==> src/rtl/read_enable_scheduler.sv <==
// Round-robin one-hot enable sequencer for readers sharing one sample slot.
// Enables are issued at a divided rate, grouped into bursts separated by gaps.
module read_enable_scheduler #(
  parameter int NUM_CH = 2,
  parameter int CH_W   = 1,
  parameter int DIV_W  = 8,
  parameter int CNT_W  = 16
) (
  input  logic              clk,
  input  logic              rst,
  input  logic              start,
  input  logic              stop,
  input  logic [DIV_W-1:0]  div,
  input  logic [CNT_W-1:0]  burst_len,
  input  logic [CNT_W-1:0]  gap_len,
  input  logic [CNT_W-1:0]  total_len,
  output logic [NUM_CH-1:0] enable,
  output logic              sample_valid,
  output logic [CH_W-1:0]   sample_ch,
  output logic              busy,
  output logic              done,
  output logic              aborted,
  output logic [CNT_W-1:0]  sample_cnt
);

  localparam logic [1:0] S_IDLE  = 2'd0;
  localparam logic [1:0] S_BURST = 2'd1;
  localparam logic [1:0] S_GAP   = 2'd2;
  localparam logic [1:0] S_DONE  = 2'd3;

  logic [1:0]        state_reg;
  logic [DIV_W-1:0]  div_cfg_reg, div_cnt_reg;
  logic [CNT_W-1:0]  burst_cfg_reg, gap_cfg_reg, total_cfg_reg;
  logic [CNT_W-1:0]  burst_cnt_reg, gap_cnt_reg, sample_cnt_reg;
  logic [CH_W-1:0]   ch_reg, en_ch_reg, sample_ch_reg;
  logic [NUM_CH-1:0] enable_reg;
  logic              sample_valid_reg, done_reg, aborted_reg;

  logic              is_idle, is_run, launch, tick, fire, final_fire, abort, burst_end;
  logic [DIV_W-1:0]  div_eff;
  logic [CNT_W-1:0]  burst_raw, burst_eff, gap_eff, total_eff;
  logic [CNT_W-1:0]  cnt_base, cnt_inc, bcnt_inc;
  logic [CH_W-1:0]   ch_base, ch_next;
  logic [NUM_CH-1:0] ch_onehot;

  // In IDLE the launching enable is computed straight from the config inputs,
  // so the first enable appears the cycle after start.
  assign is_idle    = (state_reg == S_IDLE);
  assign is_run     = (state_reg == S_BURST) || (state_reg == S_GAP);
  assign launch     = is_idle && start && !stop;
  assign div_eff    = is_idle ? div : div_cfg_reg;
  assign burst_raw  = is_idle ? burst_len : burst_cfg_reg;
  assign burst_eff  = (burst_raw == '0) ? CNT_W'(1) : burst_raw;
  assign gap_eff    = is_idle ? gap_len : gap_cfg_reg;
  assign total_eff  = is_idle ? total_len : total_cfg_reg;
  assign cnt_base   = is_idle ? '0 : sample_cnt_reg;
  assign ch_base    = is_idle ? '0 : ch_reg;
  assign cnt_inc    = cnt_base + CNT_W'(1);
  assign bcnt_inc   = (is_idle ? '0 : burst_cnt_reg) + CNT_W'(1);
  assign ch_next    = (ch_base == CH_W'(NUM_CH - 1)) ? '0 : ch_base + CH_W'(1);
  assign final_fire = (total_eff != '0) && (cnt_inc == total_eff);
  assign burst_end  = (bcnt_inc == burst_eff);
  assign tick       = (state_reg == S_BURST) && (div_cnt_reg == '0);
  // The final enable beats a simultaneous stop.
  assign fire       = launch || (tick && (!stop || final_fire));
  assign abort      = is_run && stop && !(tick && final_fire);

  for (genvar gi = 0; gi < NUM_CH; gi++) begin : g_onehot
    assign ch_onehot[gi] = (ch_base == CH_W'(gi));
  end

  always_ff @(posedge clk) begin
    if (rst) begin
      state_reg        <= S_IDLE;
      div_cfg_reg      <= '0;
      div_cnt_reg      <= '0;
      burst_cfg_reg    <= CNT_W'(1);
      gap_cfg_reg      <= '0;
      total_cfg_reg    <= '0;
      burst_cnt_reg    <= '0;
      gap_cnt_reg      <= '0;
      sample_cnt_reg   <= '0;
      ch_reg           <= '0;
      en_ch_reg        <= '0;
      sample_ch_reg    <= '0;
      enable_reg       <= '0;
      sample_valid_reg <= 1'b0;
      done_reg         <= 1'b0;
      aborted_reg      <= 1'b0;
    end else begin
      if (launch) begin
        div_cfg_reg   <= div;
        burst_cfg_reg <= burst_eff;
        gap_cfg_reg   <= gap_len;
        total_cfg_reg <= total_len;
      end

      if (abort) begin
        state_reg <= S_IDLE;
      end else if (fire) begin
        // Saturate rather than wrap in unlimited mode.
        if (cnt_base != '1) sample_cnt_reg <= cnt_inc;
        ch_reg      <= ch_next;
        div_cnt_reg <= div_eff;
        if (final_fire) begin
          state_reg <= S_DONE;
        end else if (burst_end) begin
          burst_cnt_reg <= '0;
          if (gap_eff == '0) begin
            state_reg <= S_BURST;
          end else begin
            state_reg   <= S_GAP;
            gap_cnt_reg <= gap_eff - CNT_W'(1);
          end
        end else begin
          burst_cnt_reg <= bcnt_inc;
          state_reg     <= S_BURST;
        end
      end else begin
        case (state_reg)
          S_BURST: div_cnt_reg <= div_cnt_reg - DIV_W'(1);
          S_GAP: begin
            if (gap_cnt_reg == '0) begin
              state_reg     <= S_BURST;
              div_cnt_reg   <= '0;
              burst_cnt_reg <= '0;
            end else begin
              gap_cnt_reg <= gap_cnt_reg - CNT_W'(1);
            end
          end
          S_DONE:  state_reg <= S_IDLE;
          default: state_reg <= S_IDLE;
        endcase
      end

      enable_reg       <= fire ? ch_onehot : '0;
      en_ch_reg        <= fire ? ch_base : '0;
      sample_valid_reg <= |enable_reg;
      sample_ch_reg    <= en_ch_reg;
      done_reg         <= (state_reg == S_DONE);
      aborted_reg      <= abort;
    end
  end

  assign enable       = enable_reg;
  assign sample_valid = sample_valid_reg;
  assign sample_ch    = sample_ch_reg;
  assign busy         = is_run;
  assign done         = done_reg;
  assign aborted      = aborted_reg;
  assign sample_cnt   = sample_cnt_reg;

endmodule

==> config.mk <==
export PLATFORM = sky130hd
export DESIGN_NAME = read_enable_scheduler
export DESIGN_NICKNAME = d
export VERILOG_FILES = /design/src/rtl/read_enable_scheduler.sv
export SDC_FILE = /design/constraint.sdc
export NUM_CORES = 1
export LEC_CHECK = 0
export BUFFER_PORTS_ARGS = -buffer_cell sky130_fd_sc_hd__buf_2
export CORE_MARGIN = 10
export CORE_UTILIZATION = 25
export DETAILED_ROUTE_END_ITERATION = 10
export SYNTH_ARGS = -nofsm -noshare
export SYNTH_HDL_FRONTEND = slang
export SYNTH_SLANG_ARGS = --single-unit
export TNS_END_PERCENT = 10
==> constraint.sdc <==
create_clock -name clk -period 5.7 [get_ports clk]
set_clock_uncertainty 0.1 [all_clocks]
set_input_delay 0.57 -clock clk [delete_from_list [all_inputs] [get_ports clk]]
set_output_delay 0.57 -clock clk [all_outputs]
set_load 0.005 [all_outputs]
==> impl_metrics.csv <==
group,metric,value,unit
sta,setup_ws,0.573,ns
sta,timing.final.hold_violations,0,
logic_synthesis,synthCells,1072,
floorplanning,core_area,31400,sq um
clock_tree,cts_hold_buffers,0,
logic_synthesis,yosys-top-cells-area,"dfxtp_1 (31%), nand2_1 (8.7%), a21oi_1 (7.4%), o21ai_0 (4.2%), mux2i_1 (4.2%)",
drt,num_vias,8015,
sta,max_slew_margin,0.392,
logic_synthesis,synth_flop_cell,"dfxtp_1",
logic_synthesis,yosys.area.top_type,"dfxtp_1",
logic_synthesis,ys_seq_area_frac,0.305,
grt,grt_pass1_vias,7504,
clock_tree,htreeDepth,4,
min_path,worstHoldPathType,"input pin to register",
setup_path,required,5.93,ns
sta,worst_pin_slew,0.908,ns
sta,rsz0062_at_grt,"no",
pwr,pwr-share-clk,0.306,
cells_and_area,final_common_cell,"nand2_1",
sta,post-route-period-util,0.899,
run,maxCapViolations,0,
placement,preCtsSetupSlack,0.691,ns
pwr,powerDensity,365,nW/um^2
grt,overflow,0,
pwr,pwr-share-comb,0.401,
pwr,sequentialPowerShare,0.293,
sta,setup_viol,0,
grt,grt_first_pass_wirelength,41.1,mm
setup_path,startpoint_type,"register",
cells_and_area,multi_input_area,5140,sq um
drt,drtIter0Drc,524,
sta,max_clock_freq,195,MHz
clock_tree,clockRootBuffer,"clkbuf_16",
cells_and_area,diodes,0,
clock_tree,clk_path_buf_depth,2,
cells_and_area,mostFrequentLayoutCells,"nand2_1 (184), dfxtp_1 (121), a21oi_1 (117), buf_2 (81), nor2_1 (78)",
pwr,vdd_ir_drop_max,0.000231,V
placement,numPlacedInstances,1494,
cells_and_area,layout-drive-gt1-share,0.148,
placement,portBuffers,82,
drt,dr.pass1.iters,5,
drt,wl_per_cell,16.8,microns
setup_path,criticalPathCategory,"register to register",
drt,drcViolationCount,0,
pwr,p_leak,3.40,nW
cells_and_area,area_growth,16.3,%
pwr,power.switching,1.34,mW
grt,grt_max_degree,76,
sta,drv_slew,0,
floorplanning,fp-row-count,65,
logic_synthesis,yosysTopAreaCellShare,0.305,
cells_and_area,fillers,3416,
logic_synthesis,synth_cell_type_count,85,
logic_synthesis,synth.net_count,1140,
sta,period_minus_slack,5.13,ns
cells_and_area,layout.nets,1179,
clock_tree,cts_tree,"built",
setup_path,r2r_setup_slack,0.57,ns
placement,hpwl,18.4,mm
grt,grt.total_usage,0.130,
cells_and_area,final_util,0.294,
clock_tree,post_cts_buffers,0,
drt,viasPerCell,5.25,
pwr,swShare,0.399,
sta,setup_tns,0,ns
logic_synthesis,yosysWarnings,0,
placement,gp_congestion,0.897,
grt,antenna_found_initial,2,
logic_synthesis,synthArstFlopShare,0,
setup_path,crit_path_end_kind,"register",
logic_synthesis,synth.avg_cell_area,7.40,sq um
logic_synthesis,synth_edf_count,0,
setup_path,worstPathMaxFanout,55,
setup_path,crit_arrival,5.36,ns
clock_tree,cts_sinks,121,
drt,wl,25.6,mm
logic_synthesis,ys_seq_elements,121,
logic_synthesis,syn_area,7930,sq um
floorplanning,die_h,198,microns
clock_tree,cts.repair.resized,0,
cells_and_area,layout.cells.non_filler,1526,
floorplanning,initial_core_util,0.253,
clock_tree,cts_buffers,17,
floorplanning,die_x,198,microns
floorplanning,die_area,39200,sq um
cells_and_area,ff_latch_area,2420,sq um
drt,ant_nets,0,
floorplanning,num_io_pins,83,
pwr,p_int,2.02,mW
run_status,status,"finished, final reports clean",
clock_tree,insertion_delay,0.43,ns
pwr,power,3.36,mW
clock_tree,path_clk_slew,0.06,ns
==> final timing paths <==
check	startpoint	endpoint	depth (start not counted)
worst max-delay path	state_reg[1]	gap_cnt_reg[10]	15
worst min-delay path	div[0]	div_cfg_reg[0]	3
worst max register to register	state_reg[1]	gap_cnt_reg[10]	15
worst min register to register	div_cfg_reg[1]	div_cfg_reg[1]	2
==> metal layers <==
metal  vias to the layer above  global-route usage  share of wire
li1                       3947                   -              -
met1                      3816               0.162           0.45
met2                       207               0.211           0.48
met3                        41              0.0285          0.049
met4                         4              0.0521          0.022
met5                         -                   0        0.00055
==> final cells by class <==
type,count,share of cell area
Inverter,20,0.00814
Tap cell,402,0.0545
Timing Repair Buffer,95,0.0567
Sequential cell,121,0.263
Multi-Input combinational cell,856,0.558
Clock inverter,15,0.0142
Clock buffer,17,0.0461
==> cells by family after synthesis <==
kind of cell,share of synthesized area
simple gates,0.310
xor+xnor,0.0519
compound gates,0.217
fa+ha+maj,0.0126
mux,0.0488
buf+inv,0.0546
flops,0.305
==> cells in the mapped netlist, types with 13 or more instances <==
cell      count
nand4_1      13
nor2_1       78
buf_2        21
dfxtp_1     121
and3_1       13
o21ai_0      67
xor2_1       22
a21oi_1     117
nor2b_1      16
inv_1        20
mux2i_1      33
xnor2_1      25
nand2_1     184
nor4_1       22
nor3_1       41
or3_1        13
clkbuf_1     36
nand3_1      28
a211oi_1     13
==> worst max-delay path, cell delays in order (launching register included) <==
cell and delay [ns]:
dfxtp_1 0.38, inv_1 0.10, ha_4 0.33, buf_12 0.28, nor2b_1 0.29, ha_1 0.32, nand4b_1 0.27, or4_1 0.55
xnor2_1 0.16, a2111oi_0 0.43, nand4b_1 0.22, nor3_4 0.24, and4_1 0.44, o21a_1 0.50, nand3_1 0.13, a221oi_1 0.27
==> metrics by stage <==
stage | hold WS (ns) | instance area (sq um)
final | 0.285 | 9230
after global routing | 0.288 | 9230
after CTS | 0.274 | 9230
after detailed placement | 0.344 | 8670
after global placement | 0.340 | 8670
after floorplan | 0.332 | 8010
==> power groups by stage <==
stage                     clock (mW)  combinational [mW]  sequential, mW
after floorplan                    0                1.06           0.990
after global placement             0                1.33            1.00
after detailed placement           0                1.34            1.00
after CTS                       1.04                1.34           0.985
after global routing            1.08                1.49           0.995
final                           1.03                1.35           0.985
Power figures use the tool's default switching activity.
